## config.mk

```make
export PLATFORM = sky130hd
export DESIGN_NAME = mvp_matrix_fifo
export DESIGN_NICKNAME = d
export VERILOG_FILES = /design/src/rtl/mvp_matrix_fifo.sv
export SDC_FILE = /design/constraint.sdc
export NUM_CORES = 2
export LEC_CHECK = 0
export BUFFER_PORTS_ARGS = -buffer_cell sky130_fd_sc_hd__buf_2
export CORE_MARGIN = 5
export CORE_UTILIZATION = 40
export CTS_BUF_LIST = sky130_fd_sc_hd__clkbuf_8 sky130_fd_sc_hd__clkbuf_16
export DETAILED_ROUTE_END_ITERATION = 7
export GPL_TIMING_DRIVEN = 0
export PLACE_DENSITY_LB_ADDON = 0.25
export SKIP_LAST_GASP = 1
export SLEW_MARGIN = 10
export SYNTH_ARGS = -nofsm -noshare
export SYNTH_HDL_FRONTEND = slang
export SYNTH_SLANG_ARGS = --single-unit
```

## constraint.sdc

```tcl
create_clock -name clk -period 3 [get_ports clk]
set_input_delay 0.15 -clock clk [delete_from_list [all_inputs] [get_ports clk]]
set_output_delay 0.15 -clock clk [all_outputs]
set_load 0.01 [all_outputs]
```

## src/rtl/mvp_matrix_fifo.sv

```systemverilog
// mvp_matrix_fifo: queue of whole 4x4 MVP matrices for the render controller.
// Matrices arrive one element per cycle in row-major order. A matrix becomes visible to
// the reader only once its 16th word commits it. Each read_en pop returns a complete
// matrix and its model tag, one cycle later, with a single-cycle valid pulse.
module mvp_matrix_fifo #(
    parameter int DATAWIDTH         = 24,
    parameter int DEPTH             = 4,
    parameter int MODEL_INDEX_WIDTH = 4
) (
    input  logic                                clk,
    input  logic                                reset,
    input  logic signed [DATAWIDTH-1:0]         i_wr_data,
    input  logic [MODEL_INDEX_WIDTH-1:0]        i_wr_model_id,
    input  logic                                i_wr_valid,
    output logic                                o_wr_ready,
    input  logic                                i_flush,
    input  logic                                i_read_en,
    output logic [3:0][3:0][DATAWIDTH-1:0]      o_mvp_matrix,
    output logic [MODEL_INDEX_WIDTH-1:0]        o_model_id,
    output logic                                o_mvp_dv,
    output logic                                o_empty,
    output logic                                o_full,
    output logic [$clog2(DEPTH+1)-1:0]          o_count,
    output logic                                o_underflow
);

    localparam int PTR_W = $clog2(DEPTH);
    localparam int CNT_W = $clog2(DEPTH+1);
    localparam logic [CNT_W-1:0] DEPTH_C = CNT_W'(DEPTH);

    typedef logic [3:0][3:0][DATAWIDTH-1:0] matrix_t;

    // WR_IDLE: waiting for the first element of a matrix; WR_LOAD: a partial matrix is in progress.
    typedef enum logic [0:0] {
        WR_IDLE = 1'b0,
        WR_LOAD = 1'b1
    } wr_state_t;

    wr_state_t                    wr_state_q, wr_state_d;
    logic [3:0]                   idx_q, idx_d;
    logic [PTR_W-1:0]             wr_ptr_q, wr_ptr_d;
    logic [PTR_W-1:0]             rd_ptr_q, rd_ptr_d;
    logic [CNT_W-1:0]             count_q, count_d;
    matrix_t                      mvp_q, mvp_d;
    logic [MODEL_INDEX_WIDTH-1:0] model_id_q, model_id_d;
    logic                         dv_q, dv_d;
    logic                         underflow_q, underflow_d;

    matrix_t                      mat_mem [DEPTH];
    logic [MODEL_INDEX_WIDTH-1:0] tag_mem [DEPTH];

    logic wr_fire;
    logic commit;
    logic pop;
    logic underflow_req;

    // Handshake decode: the partial matrix owns slot wr_ptr, so space exists whenever count < DEPTH.
    always_comb begin
        wr_fire       = i_wr_valid && (count_q < DEPTH_C);
        commit        = wr_fire && (idx_q == 4'd15);
        pop           = i_read_en && (count_q != '0);
        underflow_req = i_read_en && (count_q == '0);
    end

    // Write FSM: walk the element index and commit the slot on the 16th accepted word.
    always_comb begin
        wr_state_d = wr_state_q;
        idx_d      = idx_q;
        wr_ptr_d   = wr_ptr_q;
        case (wr_state_q)
            WR_IDLE: begin
                if (wr_fire) begin
                    idx_d      = 4'd1;
                    wr_state_d = WR_LOAD;
                end
            end
            WR_LOAD: begin
                if (wr_fire) begin
                    idx_d = idx_q + 4'd1;
                    if (commit) begin
                        idx_d      = 4'd0;
                        wr_ptr_d   = wr_ptr_q + 1'b1;
                        wr_state_d = WR_IDLE;
                    end
                end
            end
            default: begin
                wr_state_d = WR_IDLE;
            end
        endcase
        if (i_flush) begin
            wr_state_d = WR_IDLE;
            idx_d      = 4'd0;
            wr_ptr_d   = '0;
        end
    end

    // Read side and occupancy: pop registers the head slot; count tracks +commit -pop.
    always_comb begin
        rd_ptr_d    = rd_ptr_q;
        count_d     = count_q;
        mvp_d       = mvp_q;
        model_id_d  = model_id_q;
        dv_d        = 1'b0;
        underflow_d = underflow_req;
        if (pop) begin
            mvp_d      = mat_mem[rd_ptr_q];
            model_id_d = tag_mem[rd_ptr_q];
            dv_d       = 1'b1;
            rd_ptr_d   = rd_ptr_q + 1'b1;
        end
        case ({commit, pop})
            2'b10:   count_d = count_q + 1'b1;
            2'b01:   count_d = count_q - 1'b1;
            default: count_d = count_q;
        endcase
        if (i_flush) begin
            rd_ptr_d    = '0;
            count_d     = '0;
            mvp_d       = mvp_q;
            model_id_d  = model_id_q;
            dv_d        = 1'b0;
            underflow_d = 1'b0;
        end
    end

    // Matrix storage: element and tag writes; contents need no reset since count gates visibility.
    always_ff @(posedge clk) begin
        if (wr_fire && !i_flush) begin
            mat_mem[wr_ptr_q][idx_q[3:2]][idx_q[1:0]] <= i_wr_data;
            if (commit) begin
                tag_mem[wr_ptr_q] <= i_wr_model_id;
            end
        end
    end

    // State registers with synchronous reset, which also discards any partial matrix.
    always_ff @(posedge clk) begin
        if (reset) begin
            wr_state_q  <= WR_IDLE;
            idx_q       <= 4'd0;
            wr_ptr_q    <= '0;
            rd_ptr_q    <= '0;
            count_q     <= '0;
            mvp_q       <= '0;
            model_id_q  <= '0;
            dv_q        <= 1'b0;
            underflow_q <= 1'b0;
        end else begin
            wr_state_q  <= wr_state_d;
            idx_q       <= idx_d;
            wr_ptr_q    <= wr_ptr_d;
            rd_ptr_q    <= rd_ptr_d;
            count_q     <= count_d;
            mvp_q       <= mvp_d;
            model_id_q  <= model_id_d;
            dv_q        <= dv_d;
            underflow_q <= underflow_d;
        end
    end

    assign o_wr_ready   = (count_q < DEPTH_C);
    assign o_full       = (count_q == DEPTH_C);
    assign o_empty      = (count_q == '0);
    assign o_count      = count_q;
    assign o_mvp_matrix = mvp_q;
    assign o_model_id   = model_id_q;
    assign o_mvp_dv     = dv_q;
    assign o_underflow  = underflow_q;

endmodule

```

==> key figures <==
Floorplan
  • Cell row count: about 150
  • Boundary pin count: 429
  • Initial Utilization: 0.402
  • Die Footprint: about 0.18 mm²
  • Core area: approximately 0.17 mm²
  • Chip height: roughly 430 µm
  • Die X: approximately 430 µm

Placed design
  • Detailed placement HPWL: between 100,000 and 150,000 µm
  • Placer Congestion: 0.721
  • Cell Count Post-Placement: 5,835
  • I/O Buffers: roughly 430
  • DP Area: between 0.07 and 0.08 mm²
  • Place WS: -0.442 ns

Global route
  • Initial antenna violation count: 21
  • Global route overflow: 0
  • Largest net degree at the start of global routing: 53
  • First-pass GRT wire length: between 200,000 and 300,000 µm
  • Number of global-route vias before repair: about 34,000
  • GRT Overall Usage: 0.199

Power
  • VDD IR-drop max: approximately 0.00046 V
  • Leak: roughly 28 nW
  • Post-layout total power: between 50 and 60 mW
  • P per Cell Area: approximately 670 mW/mm²

Finish
  • Final std cell area, no fill: 0.0818 mm²
  • Final net count: around 3,800
  • Non-filler instance count after layout: between 6,000 and 7,000
  • Post-layout util: 0.477
  • Commonest non-fill, non-tap cells in the layout: 1,552 x edfxtp_1, 455 x buf_2, 402 x dfxtp_1
  • Synth-to-Final Area Change: 18.5%
  • Layout cell share with drive strength beyond 1: 0.340
  • Commonest non-fill, non-tap cell in the layout: edfxtp_1

STA
  • Fin crit period: between 2 and 3 ns
  • Fmax: roughly 350 MHz
  • Max-slew violation count: 0
  • Final setup viols: 0
  • Period utilization: 0.962
  • Setup TNS: 0 ns
  • Fin Hold WS: between 0.1 and 0.15 ns
  • Slew headroom: 0.492
  • Clock Skew: ~0.047 ns
  • Fin. Hold Viols: 0
  • Least-Margin Pin Slew: around 0.76 ns
  • Setup slack after layout: about 0.12 ns

Synthesis
  • Post-Synthesis Cells: a little over 3,000
  • Post-synth net total: approximately 3,100
  • Unique masters post-synth: 38
  • Synthesized cell area: 0.0690 mm²
  • Flops & latches, synth: 1,954
  • Synth warnings: 0
  • Syn Area/Cell: 22.5 µm²
  • Sequential fraction of the synthesis area: 0.792

Status
  • Outcome: complete, no violations

Route
  • Routed WL: 181,000 µm
  • WL/cell: just under 30 µm
  • Routed vias/inst: roughly 5.3
  • Iteration-0 DRC Markers: roughly 2,900
  • DRC Markers: 0
  • DRT Pass-1 Iters: 7
  • Via count: between 30,000 and 40,000
  • ANT nets after route: 0

CTS
  • Clk buf depth: 3
  • Clock transition at the registers of the reported paths: 0.06 ns
  • Clock latency at the later pin of the worst-skew pair: 0.83 ns
  • CTS H-tree lvls: 4
  • Num Clock Sinks: 1,954
  • Num CTS Buffers: between 150 and 200
  • Setup Buffers After CTS: 0
  • Clock root buffer: clkbuf_16
  • CTS tree: yes

Min path
  • HP Class: in -> reg
  • Hold_sp: i_wr_model_id[2]

Worst setup path
  • Crit-path max FO: 24
  • Setup CP Type: reg -> reg
  • Startpoint types: flop
  • RR Startpoint: wr_ptr_q[1]$_SDFFE_PP0P_
  • Critical path endpoint category: flop
  • CP startpoint: wr_ptr_q[1]$_SDFFE_PP0P_
  • Worst EP required: about 3.4 ns
  • CP arrival: roughly 3.3 ns

Run
  • Max cap viols: 0
==> layout make-up <==
cell class	count	area (µm²)
Clock buffer	237	5560
Timing Repair Buffer	489	3160
Buffer	179	1240
Fill cell	14182	89900
Antenna cell	12	30.0
Sequential cell	1954	54700
Multi-Input combinational cell	928	13200
Inverter	10	37.5
Clock inverter	143	1060
Tap cell	2310	2890
==> Yosys cell counts <==
cell type / n / area share
buf_4: 16 / 0.0017
edfxtp_1: 1552 / 0.67
nor2_1: 24 / 0.0013
or3_1: 2 / 0.00018
buf_2: 51 / 0.0037
nor2b_1: 2 / 0.00018
or4_1: 1 / 0.00011
clkbuf_1: 46 / 0.0025
nor3_1: 2 / 0.00014
nand3_1: 2 / 0.00014
a22o_1: 388 / 0.049
a22oi_1: 1 / 0.00011
o21ai_0: 4 / 0.00029
or4b_2: 1 / 0.00014
nand2_1: 5 / 0.00027
fa_1: 1 / 0.00029
nand2b_1: 5 / 0.00045
mux4_2: 388 / 0.13
ha_1: 9 / 0.0016
a21oi_1: 6 / 0.00043
a211oi_1: 1 / 0.00011
xor2_1: 3 / 0.00038
buf_1: 7 / 0.00038
inv_1: 10 / 0.00054
nand4b_1: 3 / 0.00038
nand4bb_1: 2 / 0.00033
and4_1: 1 / 0.00013
o311ai_0: 1 / 0.00013
xnor2_1: 1 / 0.00013
buf_6: 59 / 0.0096
o31a_2: 1 / 0.00014
mux2i_1: 1 / 0.00014
and3_1: 1 / 0.000091
a221oi_1: 1 / 0.00013
or2_2: 1 / 0.000091
and2_4: 1 / 0.00013
dfxtp_1: 402 / 0.12
and2_1: 69 / 0.0063
==> sequential cells by signal (all words and copies together) (netlist names), 2 cells and up <==
register      flops
o_mvp_matrix    384
wr_ptr_q          2
o_model_id        4
mat_mem        1536
idx_q             4
o_count           3
tag_mem          16
rd_ptr_q          2
==> worst max-delay path: stages (launching register included) <==
cell and delay [ns]:
dfxtp_1 0.34, inv_1 0.09, ha_2 0.60, clkbuf_2 0.64, and2_2 0.75
==> final timing paths <==
path | to | slack (ns) | depth (start not counted)
max | mat_mem[1][118]$_DFFE_PP_ | 0.12 | 4
min reg2reg | o_mvp_matrix[81]$_SDFFE_PP0P_ | 0.47 | 1
min | tag_mem[3][2]$_DFFE_PP_ | 0.13 | 2
max reg2reg | mat_mem[1][118]$_DFFE_PP_ | 0.12 | 4
==> routing by layer <==
metal / vias to the layer above / track usage / routed length (µm)
li1: 14294 / - / -
met1: 17722 / 0.261 / 74200
met2: 969 / 0.337 / 91100
met3: 228 / 0.0355 / 10000
met4: 2 / 0.0631 / 5510
met5: - / 0 / 13
==> power by group <==
group          total, mW  internal (mW)  switching [mW]
Clock               24.7           14.2            10.4
Sequential          29.2           29.2         0.00654
Combinational      0.869          0.194           0.675
==> cell families after synthesis <==
logic type,Yosys count,synth area share
flip-flops,1954,0.792
AO/OA/AOI/OAI,403,0.0506
multiplexers,389,0.127
buffers and inverters,189,0.0185
AND/OR/NAND/NOR,122,0.0103
adder cells (fa/ha/maj),10,0.00192
XOR/XNOR,4,0.000507
==> repair_timing <==
action / in CTS / in global routing
cloned: 0 / 0
resized for setup: 6 / 1
endpoints found under the hold margin: 1011 / 0
hold buffers: 35 / 0
setup endpoints to repair: 936 / 9
Power figures use the tool's default switching activity.
